$ cat src/rtl/timer_regs.sv
// timer_regs: bus register front-end for the timer/counter block.
// Decodes single-beat bus reads/writes into the timer controls: start and halt
// pulses, mode and terminal count. Returns timer status and count to software.
// Latches the timer's terminal-count pulse into a sticky, maskable interrupt.
//
// Ports:
//   clk, reset         clock and synchronous active-high reset
//   bus_req/we/addr/wdata  bus request from master (held until bus_ack)
//   bus_rdata, bus_ack     read data (zero outside the ack cycle), 1-cycle ack
//   ro_trig_start/halt     one-cycle start/halt pulses to timer
//   ro_mode, ro_termcount  timer mode (1 = continuous) and terminal count
//   rf_status, rf_currcount, rf_int  timer running flag, count, terminal pulse
//   irq                    level interrupt = pending & irq_en
module timer_regs (
    input  logic        clk,
    input  logic        reset,
    input  logic        bus_req,
    input  logic        bus_we,
    input  logic [3:0]  bus_addr,
    input  logic [31:0] bus_wdata,
    output logic [31:0] bus_rdata,
    output logic        bus_ack,
    output logic        ro_trig_start,
    output logic        ro_trig_halt,
    output logic        ro_mode,
    output logic [31:0] ro_termcount,
    input  logic        rf_status,
    input  logic [31:0] rf_currcount,
    input  logic        rf_int,
    output logic        irq
);

    localparam int unsigned DATA_W = 32;

    typedef enum logic [1:0] {
        REG_CTRL    = 2'd0,
        REG_TERM    = 2'd1,
        REG_COUNT   = 2'd2,
        REG_INTSTAT = 2'd3
    } reg_sel_e;

    logic              bus_ack_q,   bus_ack_d;
    logic [DATA_W-1:0] bus_rdata_q, bus_rdata_d;
    logic              start_q,     start_d;
    logic              halt_q,      halt_d;
    logic              mode_q,      mode_d;
    logic              irq_en_q,    irq_en_d;
    logic [DATA_W-1:0] term_q,      term_d;
    logic              pending_q,   pending_d;

    logic     accept;
    reg_sel_e reg_sel;

    // Byte-lane bits of the address carry no meaning in this register map.
    logic unused_addr_bits;
    assign unused_addr_bits = ^bus_addr[1:0];

    // Next-state: bus decode, control pulses, sticky pending flag.
    always_comb begin
        accept      = bus_req & ~bus_ack_q;
        reg_sel     = reg_sel_e'(bus_addr[3:2]);
        bus_ack_d   = accept;
        bus_rdata_d = '0;
        start_d     = 1'b0;
        halt_d      = 1'b0;
        mode_d      = mode_q;
        irq_en_d    = irq_en_q;
        term_d      = term_q;
        pending_d   = pending_q;

        if (accept && bus_we) begin
            case (reg_sel)
                REG_CTRL: begin
                    start_d  = bus_wdata[0];
                    // Start takes precedence when both are requested.
                    halt_d   = bus_wdata[1] & ~bus_wdata[0];
                    mode_d   = bus_wdata[2];
                    irq_en_d = bus_wdata[3];
                end
                REG_TERM:    term_d = bus_wdata;
                REG_INTSTAT: if (bus_wdata[0]) pending_d = 1'b0;
                default: ;
            endcase
        end

        if (accept && !bus_we) begin
            case (reg_sel)
                REG_CTRL:    bus_rdata_d = {28'd0, irq_en_q, mode_q, 1'b0, rf_status};
                REG_TERM:    bus_rdata_d = term_q;
                REG_COUNT:   bus_rdata_d = rf_currcount;
                REG_INTSTAT: bus_rdata_d = {31'd0, pending_q};
                default:     bus_rdata_d = '0;
            endcase
        end

        // A new terminal pulse beats a simultaneous software clear.
        if (rf_int) pending_d = 1'b1;
    end

    always_ff @(posedge clk) begin
        if (reset) begin
            bus_ack_q   <= 1'b0;
            bus_rdata_q <= '0;
            start_q     <= 1'b0;
            halt_q      <= 1'b0;
            mode_q      <= 1'b0;
            irq_en_q    <= 1'b0;
            term_q      <= '0;
            pending_q   <= 1'b0;
        end else begin
            bus_ack_q   <= bus_ack_d;
            bus_rdata_q <= bus_rdata_d;
            start_q     <= start_d;
            halt_q      <= halt_d;
            mode_q      <= mode_d;
            irq_en_q    <= irq_en_d;
            term_q      <= term_d;
            pending_q   <= pending_d;
        end
    end

    assign bus_ack       = bus_ack_q;
    assign bus_rdata     = bus_rdata_q;
    assign ro_trig_start = start_q;
    assign ro_trig_halt  = halt_q;
    assign ro_mode       = mode_q;
    assign ro_termcount  = term_q;
    // Purely a function of two flops, so glitch-free toward the core.
    assign irq           = pending_q & irq_en_q;

endmodule

$ cat config.mk
export PLATFORM = sky130hd
export DESIGN_NAME = timer_regs
export DESIGN_NICKNAME = d
export VERILOG_FILES = /design/src/rtl/timer_regs.sv
export SDC_FILE = /design/constraint.sdc
export NUM_CORES = 1
export LEC_CHECK = 0
export CAP_MARGIN = 20
export CELL_PAD_IN_SITES_DETAIL_PLACEMENT = 2
export CELL_PAD_IN_SITES_GLOBAL_PLACEMENT = 2
export CORE_ASPECT_RATIO = 1.5
export CORE_MARGIN = 2
export CORE_UTILIZATION = 20
export CTS_CLUSTER_SIZE = 30
export DETAILED_ROUTE_END_ITERATION = 7
export PLACE_DENSITY_LB_ADDON = 0.1
export SLEW_MARGIN = 10
export SYNTH_ARGS = -nofsm -noshare
export SYNTH_HDL_FRONTEND = slang
export SYNTH_SLANG_ARGS = --single-unit
$ cat constraint.sdc
create_clock -name clk -period 1.32 [get_ports clk]
set_input_delay 0.264 -clock clk [delete_from_list [all_inputs] [get_ports clk]]
set_output_delay 0.264 -clock clk [all_outputs]
set_load 0.02 [all_outputs]
After elaboration in Yosys (flattened, before gate mapping):

Index checks and enable logic that the tools add are counted.

* equality and inequality tests: 3
* mux-type cells: 5
* bitwise operators: 8
* reduce and logical (&&, ||, !) cells: 12

Operators by type and width (count)
* case mux 32 bit (4 select lines): 1
* nonzero test 2 bit: 3
* inverter 1 bit: 5
* equality test 2 bit, second input constant: 2
* 2-to-1 mux 1 bit: 4
* AND reduction 2 bit: 2
* AND 1 bit: 3
* AND reduction 3 bit: 1
* OR reduction 3 bit: 1
* equality test 2 x 1 -> 1 bit, second input constant: 1
* logical AND 1 bit: 2
* zero test 2 bit: 1
* OR reduction 2 bit: 1
* zero test 1 bit: 1

* register bits after elaboration: 70
* bits of input ports: 74

Depth between registers and ports, before layout:

Gate-level depths: netlist of the first run.

* depth in word-level cells: 5
* gate-level depth with buffers: 6
* mapped depth without buffers: 3

Worst setup path after synthesis of the first run:

No wires, ideal clock.

* kind: reg2reg
* from: reg bus_ack_q, in the netlist bus_ack
* to: reg halt_q, in the netlist ro_trig_halt
* data arrival time: 1.349 ns
* required time: 1.233 ns
* path slack: -0.116 ns
* cell stages (with the launch flop): 5
* period minus slack after synthesis: 1.436 ns
* cells stage by stage: dfxtp_1 > nand2b_4 > or4b_4 > buf_6 > nor4b_4

* word-level cells in the longest chain between the ends: 5

RTL lines
* start: declaration: line 42 `logic bus_ack_q, bus_ack_d;`
* start signal: assignment: line 111 `bus_ack_q <= bus_ack_d;`
* inverter 1 bit: line 60 `accept = bus_req & ~bus_ack_q;`
* AND 1 bit: line 60
* logical AND 1 bit: line 71 `if (accept && bus_we) begin`
* inverter 1 bit (no source line)
* OR reduction 3 bit (no source line)
* end signal: assignment: line 114 `halt_q <= halt_d;`
* end: declaration: line 45 `logic halt_q, halt_d;`

No other way between the ends.
A chain may end at the register's enable or synchronous reset.

Worst setup path in the final report of the first run:

Ends and elaborated chain as after synthesis.

==> results of run 1 <==
-- critical path: cells and delay by family, from the launching register on --
kind             cells  cell delay (ns)
DFF                  1             0.33
and+or+nand+nor      3             0.92
-- layout by cell type (no fill, tap or decap), types with 2 or more instances in the layout --
cell type and n:
dfxtp_1 69, nand2b_1 66, clkdlybuf4s50_1 66, dlygate4sd2_1 41, mux2i_1 36, nor2_1 30
a22oi_1 29, buf_4 26, clkdlybuf4s15_1 15, clkbuf_2 11, clkbuf_16 9, buf_12 5
clkdlybuf4s15_2 4, a21oi_1 3, bufinv_16 3, buf_2 3, nor2b_4 2, or2_2 2
nand2_1 2, clkinv_2 2
-- layout make-up --
cell class                 count  area share
multi-input combinational    181       0.266
clock inverter                 6      0.0223
clock buffer                  10      0.0491
tap                          165      0.0424
sequential                    70       0.288
inverter                       1    0.000771
timing repair buffer         172       0.331
-- cell usage after synthesis --
master,n
buf_4,2
mux4_1,1
buf_6,4
and2_1,1
nand2_1,2
nor3b_2,1
or4b_4,1
or2_2,2
a21oi_1,3
clkbuf_1,12
a22oi_1,29
o21ai_0,1
nor2b_1,2
mux2i_1,36
or3_1,1
nand2b_1,66
nor2b_4,1
and4b_1,1
nand2b_4,1
inv_1,1
buf_2,5
nor2_1,30
dfxtp_1,70
nand4_1,1
nor4b_4,1
-- power by group --
part / internal, mW / switching, mW
clock network: 1.89 / 0.951
registers: 2.15 / 0.0192
logic: 0.367 / 0.246
total: 4.41 / 1.22
-- registers in the layout, indices dropped and copies added (netlist names) --
name           count
ro_trig_start      1
bus_rdata         32
bus_ack            1
pending_q          1
ro_termcount      32
irq_en_q           1
ro_trig_halt       1
ro_mode            1
-- repair_timing --
item	4_1_cts	5_1_grt
endpoints found under the hold margin	0	0
gates cloned	1	0
setup buffers	0	1
setup endpoints to repair	137	28
pin swaps	2	0
gates resized for setup	102	22
-- logic make-up (layout without fill, tap and decap cells) --
kind of cell / count (synthesis) / in the layout / synth area share
AND/OR/NAND/NOR: 111 / 111 / 0.235
flip-flops: 70 / 70 / 0.496
multiplexers: 37 / 37 / 0.137
AO/OA/AOI/OAI: 33 / 33 / 0.0842
buffers and inverters: 24 / 189 / 0.0474
-- routing by layer --
metal | GRT usage | part of all wire | up-vias | wire length, um
li1 | - | - | 1245 | -
met1 | 0.148 | 0.38 | 1263 | 3880
met2 | 0.260 | 0.56 | 69 | 5670
met3 | 0.0271 | 0.038 | 11 | 384
met4 | 0.0608 | 0.019 | 0 | 188
met5 | 0 | 0 | - | 0
-- worst max-delay path by stage --
stage,start,depth (start not counted),endpoint,slack [ns]
floorplan,bus_ack,4,ro_trig_halt,-0.08
global placement,bus_addr[3],4,bus_rdata[0],-0.51
detailed placement,bus_addr[3],4,bus_rdata[0],-0.56
CTS,bus_ack,3,ro_trig_halt,-0.008
global route,bus_ack,3,ro_trig_halt,-0.03
finish,bus_ack,3,ro_trig_halt,-0.003
-- metrics by stage --
stage / worst slack (ns) / cell area [um^2] / util / setup TNS, ns
floorplan: -0.0766 / 2830 / - / -0.149
global placement: -0.510 / 4590 / 0.330 / -26.63
detailed placement: -0.558 / 4590 / 0.330 / -30.62
CTS: -0.00764 / 4910 / 0.353 / -0.00764
global route: -0.0331 / 4870 / 0.350 / -0.0446
finish: -0.00297 / 4870 / 0.350 / -0.00297
==> run metrics, run 1 <==
share of layout cells above drive strength 1=0.173; clk_skew=approximately 0.0062 ns; Total GRT Usage=0.139; Post-DP HPWL=~7000 um; Startpoint Class=flip-flop; H-tree depth=3; worst r2r dst=ro_trig_halt; failing checks=setup timing; IO buf count=140; Cells after Synth=approximately 280; Least-Margin Pin Slew=0.395 ns; DP Cell Count=a little under 600; area leader, netlist=dfxtp_1; later-pin clock latency in the skew report=0.34 ns; crit path max fanout=4; Hold Path Depth=3; drt via density=4.28; Pwr Total=5.62 mW; CTS Hold Bufs=0; DRT Pass-1 Iters=3; Req. time, crit path=between 1.5 and 2 ns; CTS Buf Count=9; Post-Syn Nets=349; Root Buffer=clkbuf_16; routed length per instance=between 15 and 20 um; Seq/Total Area, Yosys=0.496; post-synth top area share=0.496; die height=about 150 um; DIE AREA=between 15000 and 20000 um^2; syn avg cell area=10.3 um^2; max cap viols=0; Critical Path Max Stage Delay=around 0.55 ns; PD cells=1150 nW/um^2; largest net degree at the start of global routing=37; Netlist Area Pre-Place=2820 um^2; Final Worst Setup Slack=-0.00297 ns; CP Class=flip-flop to flip-flop; Max-slew headroom=0.737; max-slew violations=0; Worst path slowest cell=or4b_4; synth unique cells=25; fin crit share=1.00; DRT iter0 DRCs=35; R2R cell count=3; initial antenna violation count=0; FP Rows=53; Core ar.=13900 um^2; post-synthesis register bit count=70; CTS clock-pin slew for the worst setup and hold paths=0.06 ns; Hold WS=roughly 0.33 ns; Hold Violations, Final=0; CP Capture Type=flip-flop; hold crit path type=primary input to flip-flop; Tmin final=1.32 ns; initial core utilization=0.203; CTS tree=yes; Critical Path AT=1.58 ns; ANT cells=0; Die W=between 100 and 150 um; DRC=0; antenna-violating nets left=0; Final Non-Filler Cells=about 610; Ports=143; final net count=509; Filler Cells Inserted=1534; Yosys Warn Count=0; Final Setup Violations=1; worst r2r src=bus_ack; R2R Setup Slk=-0.003 ns; GPL Wtd Cong=0.679; final wirelength=10100 um; fmax=756 MHz; TritonCTS Sinks=70; P&R area growth vs syn=72.5%; Area contributors post-synth=dfxtp_1, nand2b_1, mux2i_1; Register Area=approximately 1400 um^2; CTS Buffer Depth=2; vias=2588; outcome=finished, violations left; static leakage=2.02 nW; first-pass GRT wire length=15500 um; hold_sp=bus_addr[3]; GRT overflow=0; unrepaired setup endpoints after global routing=true; crit path cell chain=nand2b_4 -> or4b_4 -> nor4b_4; area occupied by multi-input gates=1300 um^2; VDD IR max=0.000571 V; vias in the first global route=2846; hold path endpoint=bus_rdata[2]
Note: power is estimated with default switching activity, not from simulation.
==> inputs of run 2 (changes only) <==
CORE_MARGIN = default   (was 2)
GPL_TIMING_DRIVEN = 0   (was default)
REMOVE_ABC_BUFFERS = 1   (was default)
==> run metrics, run 2 (same netlist as run 1, synthesis figures left out) <==
drt via density=4.32 (+0.93%); vias in the first global route=2683 (-5.7%); failing checks=setup timing; outcome=finished, violations left; fmax=749 MHz (-0.97%); first-pass GRT wire length=15300 um (-0.76%); R2R Setup Slk=-0.02 ns (about the same); Hold Violations, Final=0 (unchanged); DRT met1 WL=3880 um (about the same); final wirelength=10100 um (-0.33%); DIE AREA=14600 um^2 (-3.3%); commonest non-fill, non-tap cell in the layout=dfxtp_1; most frequent cells in the layout=dfxtp_1, nand2b_1, clkdlybuf4s50_1; final net count=490 (-3.7%); Final Setup Violations=1 (unchanged); CTS clock-pin slew for the worst setup and hold paths=0.06 ns (about the same); PD cells=1140 nW/um^2 (-1.1%); initial core utilization=0.207 (+0.00390); Critical Path Max Stage Delay=0.56 ns (about the same); Least-Margin Pin Slew=0.551 ns (+0.156 ns); DRC=0 (unchanged); FP Rows=52 (-1.9%); Hold WS=0.477 ns (+0.152 ns); TritonCTS Sinks=70 (unchanged); crit path cell chain=nand2b_4 -> or4b_4 -> nor4b_4; crit path max fanout=4 (unchanged); Worst path slowest cell=or4b_4; CTS Buffer Depth=2 (unchanged); Total GRT Usage=0.143 (+0.00417); later-pin clock latency in the skew report=0.33 ns (about the same); Core ar.=13700 um^2 (-1.9%); Area after DPL=4380 um^2 (-4.7%); Die W=99.0 um (-2.0%); max cap viols=0 (unchanged); delay-heaviest family, CP=simple AND/OR/NAND/NOR gates; hold crit path type=primary input to flip-flop; routed length per instance=17.3 um (+3.4%); DRT Pass-1 Iters=4 (+1); Critical Path AT=1.58 ns (about the same); Req. time, crit path=1.56 ns (about the same); worst slack, placed=-1.92 ns (-1.37 ns); fin crit share=1.01 (+0.00979); Startpoint Class=flip-flop; clk_skew=0.00737 ns (+0.00112 ns); Max-slew headroom=0.632 (-0.105); CP Capture Type=flip-flop; final instance area=4710 um^2 (-3.2%); met2 wire len=5640 um (-0.53%); VDD IR max=0.000483 V (-15%); P&R area growth vs syn=66.9%; CTS Hold Bufs=0 (unchanged); largest net degree at the start of global routing=40 (+8.1%); H-tree depth=3 (unchanged); buffers plus inverters on the worst setup path=0 (unchanged); CTS Buf Count=9 (unchanged); Post-DP HPWL=6660 um (-6.1%); Tmin final=1.34 ns (+0.0129 ns); ANT cells=0 (unchanged); met3 wire len=410 um (+6.8%); share of layout cells above drive strength 1=0.135 (-0.0373); DRT iter0 DRCs=37 (+5.7%); Ports=143 (unchanged); Final Core Density=0.345 (-0.00472); setup_tns=-0.0159 ns (-0.0129 ns); GPL Wtd Cong=0.714 (+5.2%); initial antenna violation count=0 (unchanged); die height=148 um (-1.3%); Root Buffer=clkbuf_16; unrepaired setup endpoints after global routing=true; CP Class=flip-flop to flip-flop; antenna-violating nets left=0 (unchanged); top sig layer=met4; static leakage=1.89 nW (-6.5%); IO buf count=140 (unchanged); max-slew violations=0 (unchanged); GRT overflow=0 (unchanged); CTS tree=yes; Final Worst Setup Slack=-0.0159 ns (-0.0129 ns); vias=2517 (-2.7%)
-- run 2: repair_timing --
item	4_1_cts	5_1_grt
setup buffers	6	1
resized for setup	107	30
gates cloned	3	0
endpoints found under the setup margin	137	44
pin swaps	4	1
-- run 2: cell type report --
cell class / instances / area (um^2)
Fill cell: 1523 / 8950
Multi-Input combinational cell: 184 / 1350
Clock buffer: 12 / 246
Sequential cell: 70 / 1400
Timing Repair Buffer: 150 / 1440
Tap cell: 162 / 203
Clock inverter: 4 / 70.1
Inverter: 1 / 3.75
-- run 2: through the flow --
stage | power [mW] | cells
6_report | 5.39 | 583
5_1_grt | 5.62 | 583
4_1_cts | 5.51 | 582
3_5_place_dp | 2.81 | 557
3_3_place_gp | 2.78 | 554
2_1_floorplan | 2.42 | 252
-- run 2: worst min-delay path, stage by stage --
cell and delay, ns:
buf_4 0.28, nand2b_1 0.15, mux2i_1 0.06
-- run 2: worst paths after layout --
path	cells after the start	end	start
setup / recovery	3	ro_trig_halt	bus_ack
hold / removal	3	ro_termcount[10]	reset
hold reg to reg	2	ro_termcount[29]	ro_termcount[29]
setup reg to reg	3	ro_trig_halt	bus_ack
-- run 2: metal layers --
| metal | track usage | vias to the layer above |
|---|---|---|
| li1 | - | 1210 |
| met1 | 0.151 | 1227 |
| met2 | 0.273 | 72 |
| met3 | 0.0265 | 8 |
| met4 | 0.0604 | 0 |
| met5 | 0 | - |
-- run 2: where the power goes --
part | leakage (nW) | switching, mW | internal (mW)
sequential | 0.566 | 0.0216 | 2.15
clock | 0.157 | 0.904 | 1.70
combinational | 1.16 | 0.253 | 0.358
